`src/rtl/nibble_serial_add_ctrl_if.sv`:
```
// Operand/result handshake bundle for the nibble-serial adder controller.
// The slave side is the controller; the master side is the operand source plus result sink.
interface nibble_serial_add_ctrl_if #(
  parameter int unsigned WIDTH = 16
) ();
  logic             in_valid;
  logic             in_ready;
  logic [WIDTH-1:0] a;
  logic [WIDTH-1:0] b;
  logic             cin;
  logic             sub;
  logic             out_valid;
  logic             out_ready;
  logic [WIDTH-1:0] sum;
  logic             cout;
  logic             ovf;

  modport master (
    output in_valid, a, b, cin, sub, out_ready,
    input  in_ready, out_valid, sum, cout, ovf
  );

  modport slave (
    input  in_valid, a, b, cin, sub, out_ready,
    output in_ready, out_valid, sum, cout, ovf
  );
endinterface

```
`src/rtl/nibble_serial_add_ctrl.sv`:
```
// WIDTH-bit add/subtract built from one 4-bit ripple slice reused once per clock.
// The carry lives in a register between nibble passes; result is handed off via valid/ready.
module nibble_serial_add_ctrl #(
  parameter int unsigned WIDTH = 16
) (
  input logic                     clk,
  input logic                     rst,
  nibble_serial_add_ctrl_if.slave bus_io
);

  localparam int unsigned NIB = WIDTH / 4;
  localparam int unsigned IW  = (NIB > 1) ? $clog2(NIB) : 1;

  typedef enum logic [1:0] {StIdle, StRun, StDone} state_e;

  state_e           state_q, state_d;
  logic [WIDTH-1:0] a_q, a_d;
  logic [WIDTH-1:0] b_q, b_d;
  logic [WIDTH-1:0] sum_q, sum_d;
  logic             carry_q, carry_d;
  logic             cout_q, cout_d;
  logic             ovf_q, ovf_d;
  logic [IW-1:0]    idx_q, idx_d;

  logic [3:0]       slice_a, slice_b, slice_s;
  logic             slice_co;
  logic             last_pass;

  // Select the operand nibbles for the current pass.
  assign slice_a   = a_q[{idx_q, 2'b00} +: 4];
  assign slice_b   = b_q[{idx_q, 2'b00} +: 4];
  assign last_pass = (idx_q == IW'(NIB - 1));

  // Shared 4-bit ripple-carry slice fed by the carry register.
  always_comb begin
    logic c;
    c       = carry_q;
    slice_s = '0;
    for (int i = 0; i < 4; i++) begin
      slice_s[i] = slice_a[i] ^ slice_b[i] ^ c;
      c          = (slice_a[i] & slice_b[i]) | (c & (slice_a[i] ^ slice_b[i]));
    end
    slice_co = c;
  end

  // Sequencing: accept operands, one nibble per clock, hold result until taken.
  always_comb begin
    state_d = state_q;
    a_d     = a_q;
    b_d     = b_q;
    sum_d   = sum_q;
    carry_d = carry_q;
    cout_d  = cout_q;
    ovf_d   = ovf_q;
    idx_d   = idx_q;
    unique case (state_q)
      StIdle: begin
        if (bus_io.in_valid) begin
          a_d     = bus_io.a;
          // Subtraction as a + ~b + 1; cin is ignored in that mode.
          b_d     = bus_io.sub ? ~bus_io.b : bus_io.b;
          carry_d = bus_io.sub ? 1'b1 : bus_io.cin;
          idx_d   = '0;
          sum_d   = '0;
          state_d = StRun;
        end
      end
      StRun: begin
        sum_d[{idx_q, 2'b00} +: 4] = slice_s;
        carry_d                    = slice_co;
        idx_d                      = idx_q + IW'(1);
        if (last_pass) begin
          // Final carry and signed overflow are captured as the top nibble lands.
          cout_d  = slice_co;
          ovf_d   = (a_q[WIDTH-1] == b_q[WIDTH-1]) & (slice_s[3] != a_q[WIDTH-1]);
          idx_d   = '0;
          state_d = StDone;
        end
      end
      StDone: begin
        if (bus_io.out_ready) begin
          state_d = StIdle;
        end
      end
      default: state_d = StIdle;
    endcase
  end

  // State and datapath registers; reset aborts any transaction in flight.
  always_ff @(posedge clk or posedge rst) begin
    if (rst) begin
      state_q <= StIdle;
      a_q     <= '0;
      b_q     <= '0;
      sum_q   <= '0;
      carry_q <= 1'b0;
      cout_q  <= 1'b0;
      ovf_q   <= 1'b0;
      idx_q   <= '0;
    end else begin
      state_q <= state_d;
      a_q     <= a_d;
      b_q     <= b_d;
      sum_q   <= sum_d;
      carry_q <= carry_d;
      cout_q  <= cout_d;
      ovf_q   <= ovf_d;
      idx_q   <= idx_d;
    end
  end

  assign bus_io.in_ready  = (state_q == StIdle);
  assign bus_io.out_valid = (state_q == StDone);
  assign bus_io.sum       = sum_q;
  assign bus_io.cout      = cout_q;
  assign bus_io.ovf       = ovf_q;

endmodule

```
`src/flat_wrapper.sv`:
```
// flat-port wrapper written by rule: the top's interface ports become plain ports
module nibble_serial_add_ctrl_flat 
#(
  parameter int unsigned WIDTH = 16
)
  (clk, rst, bus_io_in_valid, bus_io_a, bus_io_b, bus_io_cin, bus_io_sub, bus_io_out_ready, bus_io_in_ready, bus_io_out_valid, bus_io_sum, bus_io_cout, bus_io_ovf);
  nibble_serial_add_ctrl_if #(.WIDTH(WIDTH)) bus_io_i ();
  input logic clk;
  input logic rst;
  input wire logic [$bits(bus_io_i.in_valid)-1:0] bus_io_in_valid;
  input wire logic [$bits(bus_io_i.a)-1:0] bus_io_a;
  input wire logic [$bits(bus_io_i.b)-1:0] bus_io_b;
  input wire logic [$bits(bus_io_i.cin)-1:0] bus_io_cin;
  input wire logic [$bits(bus_io_i.sub)-1:0] bus_io_sub;
  input wire logic [$bits(bus_io_i.out_ready)-1:0] bus_io_out_ready;
  output wire logic [$bits(bus_io_i.in_ready)-1:0] bus_io_in_ready;
  output wire logic [$bits(bus_io_i.out_valid)-1:0] bus_io_out_valid;
  output wire logic [$bits(bus_io_i.sum)-1:0] bus_io_sum;
  output wire logic [$bits(bus_io_i.cout)-1:0] bus_io_cout;
  output wire logic [$bits(bus_io_i.ovf)-1:0] bus_io_ovf;
  assign bus_io_i.in_valid = bus_io_in_valid;
  assign bus_io_i.a = bus_io_a;
  assign bus_io_i.b = bus_io_b;
  assign bus_io_i.cin = bus_io_cin;
  assign bus_io_i.sub = bus_io_sub;
  assign bus_io_i.out_ready = bus_io_out_ready;
  assign bus_io_in_ready = bus_io_i.in_ready;
  assign bus_io_out_valid = bus_io_i.out_valid;
  assign bus_io_sum = bus_io_i.sum;
  assign bus_io_cout = bus_io_i.cout;
  assign bus_io_ovf = bus_io_i.ovf;
  nibble_serial_add_ctrl #(.WIDTH(WIDTH)) u_core (.clk(clk), .rst(rst), .bus_io(bus_io_i));
endmodule
```
`config.mk`:
```
export PLATFORM = sky130hd
export DESIGN_NAME = nibble_serial_add_ctrl_flat
export DESIGN_NICKNAME = d
export VERILOG_FILES = /design/src/rtl/nibble_serial_add_ctrl_if.sv /design/src/rtl/nibble_serial_add_ctrl.sv /design/src/flat_wrapper.sv
export SDC_FILE = /design/constraint.sdc
export NUM_CORES = 1
export LEC_CHECK = 0
export ABC_AREA = 1
export CORE_ASPECT_RATIO = 1.75
export CORE_UTILIZATION = 55
export CTS_CLUSTER_DIAMETER = 100
export DETAILED_ROUTE_END_ITERATION = 8
export PLACE_DENSITY = 0.85
export REMOVE_ABC_BUFFERS = 1
export SLEW_MARGIN = 20
export SYNTH_ARGS = -nofsm -noshare
export SYNTH_HDL_FRONTEND = slang
export SYNTH_SLANG_ARGS = --single-unit
```
`constraint.sdc`:
```
create_clock -name clk -period 7.8 [get_ports clk]
set_input_delay 0.78 -clock clk [delete_from_list [all_inputs] [get_ports clk]]
set_output_delay 0.78 -clock clk [all_outputs]
set_load 0.005 [all_outputs]
```
# Yosys cells after proc, flatten, opt, wreduce, memory -nomap -nowiden
# Cells that the tools add are included.
dict set report word_totals {
  ff_bits 55
  in_bits 38
  out_inout_bits 20
  word_cells 64
}
dict set report op_classes {
  n_addsub 2
  eq_ne 8
  shift 4
  mux 14
  bitwise 22
  n_reduce_logical 6
}
# operator count
set ops {}
lappend ops {{$mux 16} 2}
lappend ops {{$pmux 16 s2} 1}
lappend ops {{$shiftx 16x5->4} 2}
lappend ops {{$bwmux 16} 1}
lappend ops {{$not 16->16} 1}
lappend ops {{$shift 4x6->16 const A} 1}
lappend ops {{$shiftx 4x6->16} 1}
lappend ops {{$mux 2} 5}
lappend ops {{$and 1x1->1} 9}
lappend ops {{$xor 1x1->1} 8}
lappend ops {{$neg 4->6} 1}
lappend ops {{$pmux 2 s3} 1}
lappend ops {{$reduce_and 2->1} 3}
lappend ops {{$eq 2x2->1 const B} 2}
lappend ops {{$ne 2x2->1 const B} 2}
lappend ops {{$or 1x1->1} 4}
lappend ops {{$pmux 2 s2} 1}
lappend ops {{$reduce_and 3->1} 1}
lappend ops {{$add 2x1->2 const B} 1}
lappend ops {{$eq 2x1->1 const B} 1}
lappend ops {{$logic_not 2->1} 1}
lappend ops {{$mux 1} 2}
lappend ops {{$ne 2x1->1 const B} 1}
lappend ops {{$pmux 1 s2} 1}
lappend ops {{other kinds (3)} 3}

# Longest topological paths before layout
# Gate-level depths: netlist (run 1).
dict set report depth {
  word_depth 12
  ltp_mapped 18
  mapped_depth_nobuf 16
}

# Worst setup path before layout (run 1)
# OpenSTA, ideal clock, no wires.
dict set report synth_timing {
  path_kind {register to register}
  startpoint {register u_core.idx_q[0]}
  endpoint {register u_core.sum_q[15], in the netlist u_core.bus_io.sum[15]}
  setup_time_ns 0.117
  arrival_time_ns 2.754
  required_ns 7.683
  setup_slack_ns 4.929
  path_stages_with_launch 18
  path_buffers 2
  synth_period_minus_slack_ns 2.871
  cell_sequence {dfrtp_1 buf_4 inv_1 buf_2 nand2_1 nand3_1 nand2_1 fa_1 inv_1 fa_1 inv_1 fa_1 inv_1 fa_1 nand2_1 nor2_1 nand2_1 nand2_1}
}
dict set report synth_via {
  elab_chain_len 12
  word_cells_on_any_way 24
  cone_classes {add/sub: 1; shift: 4; mux: 2; bitwise: 17}
}
# element line_no
set synth_rtl {}
lappend synth_rtl {{from (decl)} nibble_serial_add_ctrl.sv:23} ;# logic [IW-1:0] idx_q, idx_d;
lappend synth_rtl {{from (signal assigned)} nibble_serial_add_ctrl.sv:108} ;# idx_q <= idx_d;
lappend synth_rtl {{$shiftx 16x5->4, on equally long branches} {nibble_serial_add_ctrl.sv:30, nibble_serial_add_ctrl.sv:31}}
lappend synth_rtl {{$xor 1x1->1} {nibble_serial_add_ctrl.sv:40, nibble_serial_add_ctrl.sv:41}}
lappend synth_rtl {{$and 1x1->1} nibble_serial_add_ctrl.sv:41} ;# c = (slice_a[i] & slice_b[i]) | (c & (slice_a[i] ^ slice_b[i]));
lappend synth_rtl {{$or 1x1->1} nibble_serial_add_ctrl.sv:41}
lappend synth_rtl {{$and 1x1->1} nibble_serial_add_ctrl.sv:41}
lappend synth_rtl {{$or 1x1->1} nibble_serial_add_ctrl.sv:41}
lappend synth_rtl {{$and 1x1->1} nibble_serial_add_ctrl.sv:41}
lappend synth_rtl {{$or 1x1->1} nibble_serial_add_ctrl.sv:41}
lappend synth_rtl {{$xor 1x1->1} nibble_serial_add_ctrl.sv:40} ;# slice_s[i] = slice_a[i] ^ slice_b[i] ^ c;
lappend synth_rtl {{$shiftx 4x6->16} nibble_serial_add_ctrl.sv:69} ;# sum_d[{idx_q, 2'b00} +: 4] = slice_s;
lappend synth_rtl {{$bwmux 16 *} nibble_serial_add_ctrl.sv:69}
lappend synth_rtl {{$pmux 16 s2 *} nibble_serial_add_ctrl.sv:56} ;# unique case (state_q)
lappend synth_rtl {{to (signal assigned)} nibble_serial_add_ctrl.sv:104} ;# sum_q <= sum_d;
lappend synth_rtl {{to (decl)} nibble_serial_add_ctrl.sv:19} ;# logic [WIDTH-1:0] sum_q, sum_d;
# Every way passes the cells marked *; elsewhere a longest branch is shown, timed or not.
# A chain may end at the register's enable or synchronous reset.

# Worst setup path after layout (run 1)
# Same ends and word-level chain as after synthesis.

==> key figures, run 1 <==
Critical path
  – Worst path most repeated cell: sky130_fd_sc_hd__nand2_1
  – Crit path max-delay family: adder cells
  – Reg2Reg Capture Point: u_core.bus_io.sum[15]$_DFFE_PP0P_
  – Worst-path maximum fanout: 25
  – Crit path buf inv count: 4
  – CP endpoint kind: register
  – CP max-delay cell: sky130_fd_sc_hd__inv_1
  – Number of cell instances on the worst register-to-register path: 15
  – Setup slack of the most critical reg-to-reg path: around 4.3 ns
  – Worst path max stage delay: 0.62 ns
  – Crit path cell chain: inv_1 > nand2_1 > nand3_1 > nand2_1 > fa_1 > inv_1 > fa_1 > inv_1 > fa_1 > inv_1 > fa_1 > nand2_1 > nor2_1 > nand2_1 > nand2_1
  – Critical R2R Launch: u_core.idx_q[0]$_DFFE_PP0P_
  – Critical path required time: 8.01 ns
  – Critical Path Start Type: register
  – Data arrival time of the critical path: 3.69 ns
  – CP Class: register to register

STA
  – Final sum of negative setup slack: 0 ns
  – Hold Fails Final Rpt: 0
  – Slew at the pin closest to its max-slew limit: 0.903 ns
  – WHS: roughly 0.48 ns
  – Fin crit share: 0.446
  – RSZ-0062 raised after global routing: false
  – Worst-case headroom to the max-slew limit: 0.397
  – Final Skew: 0.00383 ns
  – Maximum operating frequency: 0.288 GHz
  – Min cycle time layout: between 3 and 4 ns
  – Worst-case setup margin in the final layout: 4.32 ns
  – Number of setup violations in the final report: 0
  – Total count of max-transition violations in the final report: 0

Logic synthesis
  – Simple logic cell fraction of the synthesized area: 0.321
  – Syn. warnings: 0
  – Synthesized-area fraction occupied by adder cells: 0.0454
  – Synth area leader: sky130_fd_sc_hd__dfrtp_1
  – Mapped cell area: 2870 sq um
  – Top area cells in the synthesized netlist: sky130_fd_sc_hd__dfrtp_1 (48%), sky130_fd_sc_hd__nand2_1 (23%), sky130_fd_sc_hd__nand3_1 (5.6%)
  – Synthesized area per cell: 7.92 sq um
  – Share of the synthesized area in the top cell type: 0.480
  – Share of the yosys chip area belonging to registers: 0.480
  – Count of cell types in the netlist: 23
  – Area fraction in compound gates after synthesis: 0.0253
  – Portion of netlist area occupied by mux cells: 0
  – Dominant combinational cell family by area after synthesis: simple AND/OR/NAND/NOR gates
  – Flops & latches, synth: between 50 and 60
  – Post-Synth XOR/XNOR Area: 0.0489
  – Gate count of the mapped netlist: 362

Finish
  – Share of post-route cells with drive strength above 1: 0.0341
  – Commonest non-fill, non-tap cell in the layout: sky130_fd_sc_hd__nand2_1
  – Non-Filler Instances: 464
  – Layout area overhead: 22.4%
  – Diodes inserted: 0
  – Most frequent cells in the layout: sky130_fd_sc_hd__nand2_1 (172), sky130_fd_sc_hd__clkdlybuf4s50_1 (57), sky130_fd_sc_hd__dfrtp_1 (55)
  – Final core occ: 0.704
  – Post-layout net count: 455

Die
  – Vertical die dimension: 97.5 um
  – Die outline width: approximately 57 um
  – Die area: 5510 sq um
  – Number of cell rows: 34
  – I/O pin cnt: 58
  – Initial cell density of the core: 0.576
  – Placeable core region: 4980 sq um

Place
  – Gpl congestion: around 0.87
  – Port bufs: 57
  – Count of placed standard cells including taps: ~460
  – Dpl ws: 4.38 ns
  – HPWL reported at the end of detailed placement: about 4500 um

Global routing
  – Residual overflow from global routing: 0
  – Via count of the first global-routing pass: 2323
  – First-pass GRT wire length: 10200 um
  – Initial antenna violation count: 0
  – Maximum number of pins on one net before global-route repair: 56
  – Total track usage: 0.237

CTS
  – Number of sinks handled by clock tree synthesis: 55
  – Number of buffers inserted during clock tree synthesis: 5
  – Number of gates resized after cts: 0
  – Clock tree from TritonCTS: yes
  – CTS Root Cell: sky130_fd_sc_hd__clkbuf_8
  – Register clock-pin slew on the reported worst setup and hold paths: ~0.09 ns
  – Maximum number of buffers from clock root to sink: 2
  – Number of levels the H-tree was split into: 2
  – Number of hold buffers added after CTS: 0
  – Post-CTS repair timing setup buffer count: 0
  – Clock insertion delay at the later pin of the skew report: between 0.3 and 0.4 ns

Drt
  – Total vias in the final route: 2414
  – Routed wirelength normalized by instance count: 12.7 um
  – Number of remaining DRC errors: 0
  – Detailed router's first-iteration violation count: 74
  – Mean number of vias per cell: 5.20
  – Post-detailed-route count of antenna-violating nets: 0
  – Number of detailed-routing iterations run before antenna repair: 4
  – WL final: 5900 um

Pwr
  – Maximum resistive drop on vdd: 0.000278 V
  – Static leakage: between 1.5 and 2 nW
  – Power per unit of standard cell area: 395 nW/um^2

Hold path
  – Start point of the worst hold path: u_core.b_q[13]$_DFFE_PP0P_
  – Worst hold path type: register to register
  – Hold path depth: 2
  – Hold Crit Endpoint: u_core.b_q[13]$_DFFE_PP0P_

Run
  – Max-cap check violation count: 0

Run status
  – Status: completed
[worst max path at each step]
stage,startpoint,end,slack (ns),cells past startpoint
after floorplan,u_core.idx_q[0]$_DFFE_PP0P_,u_core.bus_io.sum[15]$_DFFE_PP0P_,4.72,15
after global placement,u_core.idx_q[0]$_DFFE_PP0P_,u_core.bus_io.sum[7]$_DFFE_PP0P_,4.47,15
after detailed placement,u_core.idx_q[0]$_DFFE_PP0P_,u_core.bus_io.sum[15]$_DFFE_PP0P_,4.38,15
after CTS,u_core.idx_q[0]$_DFFE_PP0P_,u_core.bus_io.sum[15]$_DFFE_PP0P_,4.34,15
after global routing,u_core.idx_q[0]$_DFFE_PP0P_,u_core.bus_io.sum[15]$_DFFE_PP0P_,4.03,15
final,u_core.idx_q[0]$_DFFE_PP0P_,u_core.bus_io.sum[15]$_DFFE_PP0P_,4.32,15
[kinds of logic after synthesis]
logic type / Yosys count
flip-flops: 55
AO/OA/AOI/OAI: 11
buffers and inverters: 45
adder cells (fa/ha/maj): 8
AND/OR/NAND/NOR: 227
XOR/XNOR: 16
[per-stage QoR]
step	instance area, sq um	total power, mW
finish	3510	1.38
CTS	3500	1.39
global route	3510	1.52
floorplan	2740	0.957
detailed placement	3390	1.19
global placement	3390	1.17
[flip-flops by register name, indices dropped and copies added (netlist names)]
register / flops
u_core.a_q: 16
u_core.b_q: 16
u_core.bus_io.sum: 16
u_core.idx_q: 2
u_core.state_q: 2
u_core.bus_io.cout: 1
u_core.bus_io.ovf: 1
u_core.carry_q: 1
[cell type report]
class	count	area, sq um
Clock inverter	2	35.0
Inverter	27	103
Multi-Input combinational cell	262	1260
Timing Repair Buffer	58	578
Tap cell	54	67.6
Fill cell	411	1470
Clock buffer	6	82.6
Sequential cell	55	1380
[synthesized netlist by cell type]
library cell,n
sky130_fd_sc_hd__buf_2,9
sky130_fd_sc_hd__buf_4,4
sky130_fd_sc_hd__buf_6,4
sky130_fd_sc_hd__clkbuf_1,1
sky130_fd_sc_hd__clkinv_1,1
sky130_fd_sc_hd__dfrtp_1,55
sky130_fd_sc_hd__fa_1,4
sky130_fd_sc_hd__ha_1,4
sky130_fd_sc_hd__inv_1,25
sky130_fd_sc_hd__inv_2,1
sky130_fd_sc_hd__nand2_1,172
sky130_fd_sc_hd__nand2_2,1
sky130_fd_sc_hd__nand3_1,32
sky130_fd_sc_hd__nand3_2,1
sky130_fd_sc_hd__nand4_1,4
sky130_fd_sc_hd__nor2_1,14
sky130_fd_sc_hd__nor2_4,1
sky130_fd_sc_hd__nor3_1,2
sky130_fd_sc_hd__o211ai_1,6
sky130_fd_sc_hd__o21ai_0,3
sky130_fd_sc_hd__o21ai_1,1
sky130_fd_sc_hd__o31ai_1,1
sky130_fd_sc_hd__xor2_1,16
[worst reg2reg max path, delay by kind of cell, from the launching register on]
kind	cells	cell delay [ns]
buffers and inverters	4	0.81
AND/OR/NAND/NOR	7	0.63
adder cells (fa/ha/maj)	4	1.33
flip-flops	1	0.60
[power by group]
part | switching, mW | internal, mW | leakage, nW
combinational | 0.399 | 0.283 | 1.08
sequential | 0.0999 | 0.406 | 0.705
clock | 0.0912 | 0.104 | 0.0612
total | 0.590 | 0.793 | 1.85
[layer usage]
layer / track usage / up-vias / part of all wire
met2: 0.433 / 72 / 0.56
li1: - / 1207 / -
met3: 0.0320 / 16 / 0.028
met4: 0.105 / 0 / 0.030
met5: 0 / - / 0
met1: 0.265 / 1119 / 0.38
No activity file was read; power rests on OpenSTA's default activity.
==> run 2, diff against run 1 <==
--- a/config.mk
+++ b/config.mk
@@ -7,10 +7,10 @@
 export LEC_CHECK = 0
 export ABC_AREA = 1
 export CORE_ASPECT_RATIO = 1.75
-export CORE_UTILIZATION = 55
+export CORE_UTILIZATION = 51
 export CTS_CLUSTER_DIAMETER = 100
 export DETAILED_ROUTE_END_ITERATION = 8
-export PLACE_DENSITY = 0.85
+export PLACE_DENSITY = 0.79
 export REMOVE_ABC_BUFFERS = 1
 export SLEW_MARGIN = 20
 export SYNTH_ARGS = -nofsm -noshare
==> constraint.sdc (replaced) <==
create_clock -name clk -period 3.5 [get_ports clk]
set_input_delay 0.35 -clock clk [delete_from_list [all_inputs] [get_ports clk]]
set_output_delay 0.35 -clock clk [all_outputs]
set_load 0.005 [all_outputs]
==> run 2 against run 1 <==
  * Worst setup slack worse by 3.9 ns
  * Core utilization is 4.1 points lower
  * Register-to-register slack got worse by 3.9 ns
  * Die area is 7.6% higher
  * Cell count grew 4.7%
  * Critical path type unchanged
==> key figures, run 2 (synthesized netlist as in run 1, its figures left out) <==
Run status
  – Status: completed

Drt
  – Detailed router's first-iteration violation count: 130 (+76%)
  – Routed wirelength normalized by instance count: 12.7 um (-0.32%)
  – Mean number of vias per cell: 5.05 (-3.0%)
  – Number of remaining DRC errors: 0 (unchanged)
  – Post-detailed-route count of antenna-violating nets: 0 (unchanged)
  – Total vias in the final route: 2452 (+1.6%)
  – Number of detailed-routing iterations run before antenna repair: 4 (unchanged)
  – WL final: 6160 um (+4.4%)

Finish
  – Share of post-route cells with drive strength above 1: 0.0388 (+0.00469)
  – Diodes inserted: 0 (unchanged)
  – Commonest non-fill, non-tap cell in the layout: sky130_fd_sc_hd__nand2_1
  – Layout area overhead: 23.8%
  – Post-layout net count: 457 (+0.44%)
  – Filler cells: 483 (+18%)
  – Non-Filler Instances: 486 (+4.7%)
  – Most frequent cells in the layout: sky130_fd_sc_hd__nand2_1 (172), sky130_fd_sc_hd__clkdlybuf4s50_1 (57), sky130_fd_sc_hd__dfrtp_1 (55)

Die
  – Initial cell density of the core: 0.536 (-0.0394)
  – Number of cell rows: 35 (+2.9%)
  – Placeable core region: 5340 sq um (+7.3%)
  – Die outline width: 58.7 um (+3.7%)
  – Vertical die dimension: 101 um (+3.8%)
  – I/O pin cnt: 58 (unchanged)
  – Die area: 5930 sq um (+7.6%)

STA
  – Hold Fails Final Rpt: 0 (unchanged)
  – Final sum of negative setup slack: 0 ns (unchanged)
  – Min cycle time layout: 3.04 ns (-0.435 ns)
  – Maximum operating frequency: 0.329 GHz (+14%)
  – Worst-case setup margin in the final layout: 0.458 ns (-3.87 ns)
  – WHS: 0.484 ns (-0.00108 ns)
  – Total count of max-transition violations in the final report: 0 (unchanged)
  – RSZ-0062 raised after global routing: false
  – Final Skew: 0.00622 ns (+0.00239 ns)
  – Worst-case headroom to the max-slew limit: 0.391 (-0.00586)
  – Slew at the pin closest to its max-slew limit: 0.913 ns (+0.00985 ns)
  – Number of setup violations in the final report: 0 (unchanged)
  – Fin crit share: 0.869 (+0.423)

Critical path
  – Critical path required time: 3.70 ns (-4.31 ns)
  – Setup slack of the most critical reg-to-reg path: 0.46 ns (-3.87 ns)
  – Critical R2R Launch: u_core.idx_q[1]$_DFFE_PP0P_
  – CP max-delay cell: sky130_fd_sc_hd__dfrtp_1
  – Crit path cell chain: inv_1 > nand3_1 > nand2_1 > fa_1 > inv_1 > fa_1 > inv_1 > fa_1 > inv_1 > fa_1 > nand2_1 > nor2_1 > nand2_1 > nand2_1
  – Worst-path maximum fanout: 12 (-52%)
  – Reg2Reg Capture Point: u_core.bus_io.sum[7]$_DFFE_PP0P_
  – Worst path max stage delay: 0.57 ns (-0.05 ns)
  – CP Class: register to register
  – Number of cell instances on the worst register-to-register path: 14 (-1)
  – Data arrival time of the critical path: 3.24 ns (-0.45 ns)
  – Critical Path Start Type: register
  – CP endpoint kind: register

Global routing
  – First-pass GRT wire length: 10600 um (+4.4%)
  – Total track usage: 0.234 (-0.00320)
  – Initial antenna violation count: 0 (unchanged)
  – Via count of the first global-routing pass: 2429 (+4.6%)
  – Maximum number of pins on one net before global-route repair: 56 (unchanged)
  – Residual overflow from global routing: 0 (unchanged)

Run
  – Max-cap check violation count: 0 (unchanged)

CTS
  – Maximum number of buffers from clock root to sink: 2 (unchanged)
  – Clock tree from TritonCTS: yes
  – CTS Root Cell: sky130_fd_sc_hd__clkbuf_8
  – Number of sinks handled by clock tree synthesis: 55 (unchanged)
  – Post-CTS repair timing setup buffer count: 0 (unchanged)
  – Register clock-pin slew on the reported worst setup and hold paths: 0.09 ns (about the same)
  – Number of hold buffers added after CTS: 0 (unchanged)
  – Clock insertion delay at the later pin of the skew report: 0.30 ns (about the same)
  – Number of buffers inserted during clock tree synthesis: 5 (unchanged)
  – Number of levels the H-tree was split into: 2 (unchanged)
  – Number of gates resized after cts: 0 (unchanged)

Place
  – Gpl congestion: 0.860 (-1.1%)
  – Dpl ws: 0.506 ns (-3.87 ns)
  – Count of placed standard cells including taps: 478 (+4.8%)
  – Port bufs: 57 (unchanged)
  – HPWL reported at the end of detailed placement: 4500 um (+0.17%)

Hold path
  – Worst hold path type: register to register
  – Hold Crit Endpoint: u_core.b_q[1]$_DFFE_PP0P_
  – Hold path depth: 2 (unchanged)
  – Start point of the worst hold path: u_core.b_q[1]$_DFFE_PP0P_

Pwr
  – Power per unit of standard cell area: 888 nW/um^2 (+130%)
  – Maximum resistive drop on vdd: 0.000384 V (+38%)
  – Static leakage: 1.86 nW (+0.52%)
run 2: critical path: cells and delay by family (launching register included):
family / cells / cell delay [ns]
AND/OR/NAND/NOR: 6 / 0.52
flip-flops: 1 / 0.57
adder cells (fa/ha/maj): 4 / 1.35
buffers and inverters: 4 / 0.49
run 2: metal layers:
metal	up-vias	global-route usage	wire (um)
met3	14	0.0319	228
met4	0	0.112	169
met2	85	0.424	3390
met5	-	0	0
met1	1147	0.264	2370
li1	1206	-	-
run 2: worst max-delay path by stage:
stage / slack (ns) / end / cells after the start / start
finish: 0.46 / u_core.bus_io.sum[7]$_DFFE_PP0P_ / 14 / u_core.idx_q[1]$_DFFE_PP0P_
global route: 0.24 / u_core.bus_io.sum[7]$_DFFE_PP0P_ / 14 / u_core.idx_q[1]$_DFFE_PP0P_
CTS: 0.50 / u_core.bus_io.sum[15]$_DFFE_PP0P_ / 14 / u_core.idx_q[1]$_DFFE_PP0P_
detailed placement: 0.51 / u_core.bus_io.sum[7]$_DFFE_PP0P_ / 14 / u_core.idx_q[1]$_DFFE_PP0P_
global placement: 0.63 / u_core.bus_io.sum[7]$_DFFE_PP0P_ / 14 / u_core.idx_q[1]$_DFFE_PP0P_
floorplan: 0.42 / u_core.bus_io.sum[15]$_DFFE_PP0P_ / 15 / u_core.idx_q[0]$_DFFE_PP0P_
run 2: power breakdown:
part / internal, mW / total, mW / switching (mW)
Sequential: 0.905 / 1.10 / 0.195
Clock: 0.232 / 0.429 / 0.198
Combinational: 0.653 / 1.62 / 0.966
Total: 1.79 / 3.15 / 1.36
run 2: through the flow:
| stage | area, sq um | util | power, mW |
|---|---|---|---|
| after global routing | 3550 | 0.664 | 3.45 |
| final | 3550 | 0.664 | 3.15 |
| after CTS | 3540 | 0.663 | 3.16 |
| after global placement | 3430 | 0.641 | 2.64 |
| after detailed placement | 3430 | 0.641 | 2.70 |
| after floorplan | 2740 | - | 2.13 |
run 2: final cells by class:
cell class | instances | area [sq um] | area share
clock buffers | 6 | 82.6 | 0.0233
clock inverters | 2 | 35.0 | 0.00988
inverters | 27 | 103 | 0.0289
multi-input cells | 262 | 1260 | 0.356
flip-flops and latches | 55 | 1380 | 0.388
well taps | 74 | 92.6 | 0.0261
repair buffers | 60 | 593 | 0.167
